### config.mk
export PLATFORM = sky130hd
export DESIGN_NAME = csd_gain_scaler_pipe
export DESIGN_NICKNAME = d
export VERILOG_FILES = /design/src/rtl/csd_gain_scaler_pipe.sv
export SDC_FILE = /design/constraint.sdc
export NUM_CORES = 1
export LEC_CHECK = 0
export ABC_AREA = 1
export CAP_MARGIN = 20
export CORE_MARGIN = 8
export CORE_UTILIZATION = 25
export CTS_CLUSTER_DIAMETER = 200
export DETAILED_ROUTE_END_ITERATION = 8
export PLACE_DENSITY = 0.5
export SYNTH_ARGS = -nofsm -noshare
export SYNTH_HDL_FRONTEND = slang
export SYNTH_SLANG_ARGS = --single-unit
### constraint.sdc
create_clock -name clk -period 3.1 [get_ports clk]
set_input_delay 0.62 -clock clk [delete_from_list [all_inputs] [get_ports clk]]
set_output_delay 0.62 -clock clk [all_outputs]
set_load 0.05 [all_outputs]
### src/rtl/csd_gain_scaler_pipe.sv
// Two-stage pipelined multi-channel CSD gain scaler (K, K^2, -K, bypass) with valid/ready flow.
// Optional build macro CSD_ROUND_EN: round-half-up per term instead of floor truncation.
module csd_gain_scaler_pipe #(
  parameter int DATA_W = 17,
  parameter int NCH    = 2
) (
  input  logic                  clk,
  input  logic                  rst_n,
  input  logic                  in_valid,
  output logic                  in_ready,
  input  logic [1:0]            in_mode,
  input  logic [NCH*DATA_W-1:0] in_data,
  output logic                  out_valid,
  input  logic                  out_ready,
  output logic [NCH*DATA_W-1:0] out_data
);

  localparam int SW = DATA_W + 2;

  localparam logic [1:0] MODE_BYP = 2'b00;
  localparam logic [1:0] MODE_K   = 2'b01;
  localparam logic [1:0] MODE_K2  = 2'b10;
  localparam logic [1:0] MODE_NK  = 2'b11;

  function automatic logic signed [SW-1:0] sext(input logic signed [DATA_W-1:0] x);
    return SW'(x);
  endfunction

  function automatic logic signed [SW-1:0] term(input logic signed [DATA_W-1:0] x,
                                                input int s);
    logic signed [SW-1:0] xe;
    xe = sext(x);
`ifdef CSD_ROUND_EN
    xe = xe + (SW'(1) <<< (s - 1));
`endif
    return xe >>> s;
  endfunction

  function automatic logic [DATA_W-1:0] trunc_out(input logic signed [SW-1:0] v);
    return DATA_W'(v);
  endfunction

  logic                        vld_p1;
  logic                        vld_p2;
  logic                        adv_p1;
  logic                        adv_p2;
  logic [1:0]                  mode_p1;
  logic signed [DATA_W-1:0]    x_c;
  logic signed [SW-1:0]        lo_c   [NCH];
  logic signed [SW-1:0]        hi_c   [NCH];
  logic signed [SW-1:0]        lo_p1  [NCH];
  logic signed [SW-1:0]        hi_p1  [NCH];
  logic signed [SW-1:0]        sum_c  [NCH];
  logic [NCH*DATA_W-1:0]       data_p2;

  // S2 advances when it is empty or being drained; S1 then follows into any gap.
  assign adv_p2    = !vld_p2 || out_ready;
  assign adv_p1    = !vld_p1 || adv_p2;
  assign in_ready  = adv_p1;
  assign out_valid = vld_p2;
  assign out_data  = data_p2;

  // Stage 0 -> 1: split each constant into low-shift (<=6) and high-shift partial sums.
  always_comb begin
    x_c = '0;
    for (int c = 0; c < NCH; c++) begin
      lo_c[c] = '0;
      hi_c[c] = '0;
      x_c     = $signed(in_data[c*DATA_W +: DATA_W]);
      case (in_mode)
        MODE_K, MODE_NK: begin
          lo_c[c] = term(x_c, 1) + term(x_c, 3) - term(x_c, 6);
          hi_c[c] = term(x_c, 14) - term(x_c, 9) - term(x_c, 12);
        end
        MODE_K2: begin
          lo_c[c] = term(x_c, 1) - term(x_c, 3) - term(x_c, 6);
          hi_c[c] = term(x_c, 7) + term(x_c, 9) - term(x_c, 11) + term(x_c, 13);
        end
        default: begin
          lo_c[c] = sext(x_c);
          hi_c[c] = '0;
        end
      endcase
    end
  end

  always_ff @(posedge clk or negedge rst_n) begin
    if (!rst_n) begin
      vld_p1 <= 1'b0;
      vld_p2 <= 1'b0;
    end else begin
      if (adv_p1) vld_p1 <= in_valid;
      if (adv_p2) vld_p2 <= vld_p1;
    end
  end

  always_ff @(posedge clk or negedge rst_n) begin
    if (!rst_n) begin
      mode_p1 <= MODE_BYP;
      for (int c = 0; c < NCH; c++) begin
        lo_p1[c] <= '0;
        hi_p1[c] <= '0;
      end
    end else if (in_valid && adv_p1) begin
      mode_p1 <= in_mode;
      for (int c = 0; c < NCH; c++) begin
        lo_p1[c] <= lo_c[c];
        hi_p1[c] <= hi_c[c];
      end
    end
  end

  // Stage 1 -> 2: combine partial sums; -K reuses the K sum and negates it here.
  always_comb begin
    for (int c = 0; c < NCH; c++) begin
      sum_c[c] = lo_p1[c] + hi_p1[c];
      if (mode_p1 == MODE_NK) sum_c[c] = -sum_c[c];
    end
  end

  always_ff @(posedge clk or negedge rst_n) begin
    if (!rst_n) begin
      data_p2 <= '0;
    end else if (adv_p2 && vld_p1) begin
      for (int c = 0; c < NCH; c++) data_p2[c*DATA_W +: DATA_W] <= trunc_out(sum_c[c]);
    end
  end

endmodule

==> impl_metrics.env, run 1 <==
export IMPL_status="completed"
export IMPL_layout_commonest_cell="sky130_fd_sc_hd__nand2_1"
export IMPL_synthesized_instance_count=2040
export IMPL_clkSinkCount=98
export IMPL_timing_max_slew_rel_slack=0.6117
export IMPL_yosys_warnings=0
export IMPL_syn2layout_area_growth_pct=34.62
export IMPL_dpl_hpwl_um=37750
export IMPL_internal_power_w=0.005907
export IMPL_tritoncts_clock_tree="yes"
export IMPL_power_density_mw_per_mm2=643.1
export IMPL_cts_root_buffer_cell="sky130_fd_sc_hd__clkbuf_16"
export IMPL_worst_hold_path_type="input pin to asynchronous set/reset pin"
export IMPL_post_synth_num_cell_types=42
export IMPL_pwr_share_comb=0.728
export IMPL_final_cell_mix="544 x sky130_fd_sc_hd__nand2_1, 315 x sky130_fd_sc_hd__inv_1, 293 x sky130_fd_sc_hd__buf_4"
export IMPL_worst_ep_arrival_time_ns=3.19
export IMPL_antenna_violating_nets_post_route=0
export IMPL_synth_area_leaders="sky130_fd_sc_hd__dfrtp_1 18%, sky130_fd_sc_hd__nand2_1 15%, sky130_fd_sc_hd__ha_1 14%"
export IMPL_post_route_period_util=0.9551
export IMPL_grt_first_pass_wirelength_um=74570
export IMPL_yosys_register_bits=98
export IMPL_startpoint="in_data[32]"
export IMPL_synth_largest_type_area_fraction=0.1772
export IMPL_final_hold_violation_count=0
export IMPL_wl_um=45420
export IMPL_routability_congestion=0.8698
export IMPL_starting_density_of_the_core=0.2522
export IMPL_portion_of_the_post_synthesis_area_used_by_sequential_elements=0.1772
export IMPL_cts_htree_levels=3
export IMPL_die_area_mm2=0.06314
export IMPL_design_area_mm2=0.01863
export IMPL_nNetsFinal=2683
export IMPL_dr_first_iter_drc_count=925
export IMPL_crit_reg2reg_capture="out_data[33]"
export IMPL_rows=86
export IMPL_static_leakage_nw=9.765
export IMPL_grt_pass1_vias=14120
export IMPL_part_of_the_power_in_the_clock_network=0.103
export IMPL_seq_area_mm2=0.002452
export IMPL_critPathKind="input pin to register"
export IMPL_report_final_slew_viol_count=0
export IMPL_numPortBuffers=75
export IMPL_swShare=0.5069
export IMPL_floorplan_die_width_um=251.3
export IMPL_critical_path_required_ns=3.33
export IMPL_switchingPower_w=0.006073
export IMPL_r2r_slack_ns=0.56
export IMPL_vias=13890
export IMPL_share_of_flip_flops_with_an_asynchronous_set_or_reset=1.000
export IMPL_crit_fanout=3
export IMPL_cp_start_kind="input pin"
export IMPL_achievable_frequency_mhz=337.7
export IMPL_postPlaceCellArea_mm2=0.01767
export IMPL_synth_edff_count=0
export IMPL_viasPerCell=4.472
export IMPL_clk_insertion_delay_late_ns=0.36
export IMPL_power_sequential_fraction=0.170
export IMPL_core_region_area_mm2=0.05488
export IMPL_crit_reg2reg_launch="lo_p1[0]"
export IMPL_grt_ovfl_total=0
export IMPL_multi_input_comb_area_mm2=0.01049
export IMPL_finalSetupViolations=0
export IMPL_critical_path_endpoint_type="register"
export IMPL_drive_gt1_frac=0.2166
export IMPL_setup_tns_ns=0
export IMPL_antenna_found_initial=2
export IMPL_cts_inserted_buffers=9
export IMPL_synth_flop_cell="sky130_fd_sc_hd__dfrtp_1"
export IMPL_track_usage=0.1442
export IMPL_netlist_area_mm2=0.01384
export IMPL_ioPinCount=76
export IMPL_final_period_minus_worst_setup_slack_ns=2.961
export IMPL_finalPower_w=0.01198
export IMPL_fin_hold_ws_ns=0.2018
export IMPL_syn_area_per_cell_um2=6.784
export IMPL_maxCapViolCount=0
export IMPL_die_height_um=251.3
export IMPL_actual_transition_at_the_worst_max_transition_pin_ns=0.5807
export IMPL_nFillCells=5902
export IMPL_dominant_cell_type_by_area_after_synthesis="sky130_fd_sc_hd__dfrtp_1"
export IMPL_drt_wl_cell_um=14.62
export IMPL_number_of_drc_violations_after_detailed_routing=0
export IMPL_final_setup_skew_ns=0.01068
export IMPL_vdd_ir_drop_worst_mv=0.3458
export IMPL_maximum_number_of_pins_on_one_net_before_global_route_repair=74
export IMPL_reg2regPathDepth=15
export IMPL_mappedNetlistNets=2326
export IMPL_drt_pass1_iterations=7
export IMPL_clkTransAtPathRegs_ns=0.07
export IMPL_grt_setup_unrepaired="yes"
export IMPL_post_route_util=0.3395
export IMPL_max_root_sink_buffers=2
==> synthesized netlist by cell type, drive strengths merged, types with 3 or more instances <==
cell type,instances
xor2,29
nand3b,12
dfrtp,98
a21oi,149
nand2,575
or2,18
ha,158
a21o,12
o21bai,5
a31oi,13
inv,350
nand4,20
o211ai,11
xnor2,8
clkbuf,27
o22ai,16
and2,7
nand3,158
buf,9
nor2,122
nor3,4
a22oi,3
o21ai,134
fa,88
==> cell type report <==
type,instances,area share
Multi-Input combinational cell,1554,0.5629
Timing Repair Buffer,382,0.1691
Sequential cell,98,0.1316
Inverter,352,0.07199
Tap cell,704,0.04728
Clock buffer,9,0.01209
Clock inverter,6,0.004835
Antenna cell,1,0.0001343
==> power groups by stage <==
stage                     logic, W  registers, W  clock network (W)
after floorplan            0.00476       0.00272                  0
after global placement     0.00828       0.00205                  0
after detailed placement   0.00836       0.00206                  0
after CTS                  0.00857       0.00204            0.00127
after global routing       0.00980       0.00209            0.00132
final                      0.00872       0.00203            0.00123
==> how the worst max path moves through the flow <==
stage                           end  slack (ns)
after detailed placement  hi_p1[30]       -0.77
after floorplan            hi_p1[7]       -0.11
after global placement     hi_p1[7]       -0.75
final                     hi_p1[11]        0.14
after global routing      hi_p1[29]       -0.01
after CTS                 hi_p1[30]       0.002
==> worst max-delay path: stages <==
cell	delay (ns)
sky130_fd_sc_hd__dlygate4sd2_1	0.25
sky130_fd_sc_hd__inv_2	0.07
sky130_fd_sc_hd__fa_1	0.47
sky130_fd_sc_hd__inv_1	0.05
sky130_fd_sc_hd__fa_1	0.48
sky130_fd_sc_hd__inv_1	0.07
sky130_fd_sc_hd__ha_4	0.28
sky130_fd_sc_hd__buf_4	0.11
sky130_fd_sc_hd__nand3_2	0.07
sky130_fd_sc_hd__nand3_2	0.10
sky130_fd_sc_hd__nand4_1	0.10
sky130_fd_sc_hd__o211ai_1	0.12
sky130_fd_sc_hd__nand2_1	0.10
sky130_fd_sc_hd__o211ai_1	0.18
sky130_fd_sc_hd__a31oi_1	0.11
==> timing repair <==
item	in CTS	in global routing
gates resized for setup	101	106
hold buffers	0	0
setup endpoints to repair	47	42
pin swaps	37	50
buffers inserted	2	12
==> flip-flops by register name, summed over array words and instances, names as in the netlist <==
name and count:
lo_p1 34, out_valid 1, mode_p1 2, vld_p1 1, out_data 34, hi_p1 26
==> metrics by stage <==
step           worst slack, ns  cells
2_1_floorplan          -0.1085   2040
3_3_place_gp           -0.7494   3076
3_5_place_dp           -0.7744   3076
4_1_cts               0.002363   3093
5_1_grt               -0.01312   3106
6_report                0.1392   3106
==> metal layers <==
metal	vias to the layer above	GRT usage	share of wire
met5	-	0	0.00026
met4	2	0.03109	0.016
met3	31	0.01559	0.031
met2	217	0.2381	0.45
met1	6388	0.2015	0.50
li1	7252	-	-
==> cell families after synthesis <==
kind of cell	count (synthesis)	share of synthesized area
flip-flops	98	0.1772
adder cells (fa/ha/maj)	246	0.2701
AO/OA/AOI/OAI	355	0.1396
buffers and inverters	388	0.1058
XOR/XNOR	37	0.02342
AND/OR/NAND/NOR	916	0.2839
(Power assumes the default switching activity.)
==> inputs of run 2 (changes only) <==
--- a/config.mk
+++ b/config.mk
@@ -12,6 +12,7 @@
 export CTS_CLUSTER_DIAMETER = 200
 export DETAILED_ROUTE_END_ITERATION = 8
 export PLACE_DENSITY = 0.5
+export RECOVER_POWER = 50
 export SYNTH_ARGS = -nofsm -noshare
 export SYNTH_HDL_FRONTEND = slang
 export SYNTH_SLANG_ARGS = --single-unit
==> run 2 against run 1 <==
Compared with the run above:
- the flow now finishes with violations (capacitance limit, slew limit)
- critical path depth unchanged
- die area unchanged
- sequential cell count unchanged
- clock power is essentially flat
- highest routed layer unchanged
==> impl_metrics.env, run 2 (same netlist as run 1, synthesis figures left out) <==
export IMPL_grt_first_pass_wirelength_um=74570
export IMPL_cts_root_buffer_cell="sky130_fd_sc_hd__clkbuf_16"
export IMPL_final_setup_skew_ns=0.01198
export IMPL_pre_cts_ws_ns=-0.7744
export IMPL_viasPerCell=4.478
export IMPL_dpl_hpwl_um=37750
export IMPL_routability_congestion=0.8698
export IMPL_setup_ws_ns=0.1408
export IMPL_part_of_the_power_in_the_clock_network=0.103
export IMPL_busiest_layer="met2"
export IMPL_vias=13910
export IMPL_nFillCells=5903
export IMPL_drt_pass1_iterations=5
export IMPL_achievable_frequency_mhz=337.9
export IMPL_report_final_slew_viol_count=32
export IMPL_failed_checks="capacitance limit, slew limit"
export IMPL_worst_ep_arrival_time_ns=3.19
export IMPL_gr_util_met1=0.2015
export IMPL_grt_met3_usage=0.01559
export IMPL_critPathKind="input pin to register"
export IMPL_critPathTopFamily="adder cells"
export IMPL_final_hold_violation_count=0
export IMPL_power_sequential_fraction=0.170
export IMPL_postPlaceCellArea_mm2=0.01767
export IMPL_crit_slowest_cell="sky130_fd_sc_hd__fa_1"
export IMPL_dr_first_iter_drc_count=939
export IMPL_post_route_period_util=0.9546
export IMPL_nNetsFinal=2683
export IMPL_antenna_found_initial=2
export IMPL_drt_wl_cell_um=14.63
export IMPL_clkSinkCount=98
export IMPL_maxCapViolCount=1
export IMPL_grt_pass1_vias=14120
export IMPL_worst_hold_path_type="register to register"
export IMPL_worst_path_buf_inv=5
export IMPL_finish_cell_count_without_fillers=3106
export IMPL_grt_setup_unrepaired="yes"
export IMPL_swShare=0.5074
export IMPL_tritoncts_clock_tree="yes"
export IMPL_power_density_mw_per_mm2=643.5
export IMPL_timing_max_slew_rel_slack=-0.2410
export IMPL_floorplan_die_width_um=251.3
export IMPL_clkTransAtPathRegs_ns=0.08
export IMPL_layout_commonest_cell="sky130_fd_sc_hd__nand2_1"
export IMPL_critical_path_endpoint_type="register"
export IMPL_critical_path_required_ns=3.33
export IMPL_cts_inserted_buffers=9
export IMPL_numPortBuffers=75
export IMPL_final_period_minus_worst_setup_slack_ns=2.959
export IMPL_finalSetupViolations=0
export IMPL_cts_hold_fix_buffers=0
export IMPL_static_leakage_nw=9.739
export IMPL_worstPathCellList="dlygate4sd2_1, inv_2, fa_1, inv_1, fa_1, inv_1, ha_4, buf_4, nand3_2, nand3_2, nand4_1, o211ai_1, nand2_1, o211ai_1, a31oi_1"
export IMPL_drive_gt1_frac=0.2145
export IMPL_grtUsageMet2=0.2381
export IMPL_core_region_area_mm2=0.05488
export IMPL_finalPower_w=0.01198
export IMPL_track_usage=0.1442
export IMPL_maximum_number_of_pins_on_one_net_before_global_route_repair=74
export IMPL_slowest_delay_ns=0.48
export IMPL_cts_htree_levels=3
export IMPL_pwr_share_comb=0.727
export IMPL_fin_hold_ws_ns=0.4812
export IMPL_number_of_drc_violations_after_detailed_routing=0
export IMPL_max_root_sink_buffers=2
export IMPL_wl_um=45440
export IMPL_switchingPower_w=0.006076
export IMPL_internal_power_w=0.005900
export IMPL_syn2layout_area_growth_pct=34.46
export IMPL_ioPinCount=76
export IMPL_clk_insertion_delay_late_ns=0.36
export IMPL_vdd_ir_drop_worst_mv=0.3458
export IMPL_rows=86
export IMPL_design_area_mm2=0.01861
export IMPL_grt_ovfl_total=0
export IMPL_status="finished, violations left"
export IMPL_die_height_um=251.3
export IMPL_starting_density_of_the_core=0.2522
export IMPL_final_cell_mix="544 x sky130_fd_sc_hd__nand2_1, 315 x sky130_fd_sc_hd__inv_1, 288 x sky130_fd_sc_hd__buf_4"
export IMPL_numPlacedInstances=3076
export IMPL_actual_transition_at_the_worst_max_transition_pin_ns=1.862
export IMPL_die_area_mm2=0.06314
export IMPL_antenna_violating_nets_post_route=0
export IMPL_crit_fanout=3
export IMPL_cp_start_kind="input pin"
==> run 2: changes by cell type in the layout (fill, tap and decap cells not counted) <==
cell,before,now
sky130_fd_sc_hd__dlymetal6s2s_1,9,8
sky130_fd_sc_hd__clkdlybuf4s50_1,44,42
sky130_fd_sc_hd__clkbuf_1,0,5
sky130_fd_sc_hd__clkdlybuf4s25_1,0,1
sky130_fd_sc_hd__buf_4,293,288
sky130_fd_sc_hd__dlygate4sd3_1,0,2
==> run 2: metrics by stage <==
step / util / TNS [ns]
2_1_floorplan: - / -0.3989
3_3_place_gp: 0.3220 / -26.68
3_5_place_dp: 0.3220 / -28.49
4_1_cts: 0.3334 / 0
5_1_grt: 0.3391 / -0.02803
6_report: 0.3391 / 0
==> run 2: cell type report <==
| class | instances | area, µm² | area share |
|---|---|---|---|
| Timing Repair Buffer | 382 | 3129 | 0.1682 |
| Antenna cell | 1 | 2.502 | 0.0001345 |
| Clock inverter | 6 | 90.09 | 0.004841 |
| Clock buffer | 9 | 225.2 | 0.01210 |
| Multi-Input combinational cell | 1554 | 10490 | 0.5636 |
| Inverter | 352 | 1341 | 0.07208 |
| Sequential cell | 98 | 2452 | 0.1318 |
| Tap cell | 704 | 880.8 | 0.04733 |
==> run 2: worst paths after layout <==
path                       cells past startpoint            to         start  slack (ns)
setup / recovery                              15     hi_p1[11]   in_data[32]        0.14
hold / removal                                 2  out_data[16]  out_data[16]        0.48
setup reg to reg                              15  out_data[33]      lo_p1[0]        0.55
hold reg to reg                                2  out_data[16]  out_data[16]        0.48
max in group asynchronous                      2     hi_p1[26]         rst_n        1.16
min in group asynchronous                      1  out_data[26]         rst_n        0.76
==> run 2: power groups by stage <==
| stage | clock network [W] | registers [W] | logic (W) |
|---|---|---|---|
| detailed placement | 0 | 0.00206 | 0.00836 |
| floorplan | 0 | 0.00272 | 0.00476 |
| CTS | 0.00127 | 0.00204 | 0.00857 |
| global route | 0.00132 | 0.00209 | 0.00979 |
| global placement | 0 | 0.00205 | 0.00828 |
| finish | 0.00123 | 0.00203 | 0.00871 |
==> run 2: layer usage <==
| layer | share of wire | vias up |
|---|---|---|
| li1 | - | 7252 |
| met1 | 0.50 | 6391 |
| met2 | 0.45 | 236 |
| met3 | 0.031 | 29 |
| met4 | 0.016 | 2 |
| met5 | 0.00026 | - |
==> run 2: worst reg2reg max path, delay by kind of cell (launching register included) <==
family                     cells  cell delay (ns)
and+or+nand+nor                9             0.85
adders and majority gates      2             0.61
DFF                            1             0.36
xor gates and xnor gates       1             0.29
buffers and inverters          2             0.20
AOI/OAI and AO/OA              1             0.12
==> run 2: repair_timing <==
action	CTS	global route
resized for setup	101	106
pin swaps	37	50
setup buffers	2	12
endpoints found under the setup margin	47	42
==> inputs of run 3 (changes only) <==
--- a/config.mk
+++ b/config.mk
@@ -6,7 +6,6 @@
 export NUM_CORES = 1
 export LEC_CHECK = 0
 export ABC_AREA = 1
-export CAP_MARGIN = 20
 export CORE_MARGIN = 8
 export CORE_UTILIZATION = 25
 export CTS_CLUSTER_DIAMETER = 200
==> results of run 3 <==
No change in the layout: final DEF, timing and power equal those of run 2.
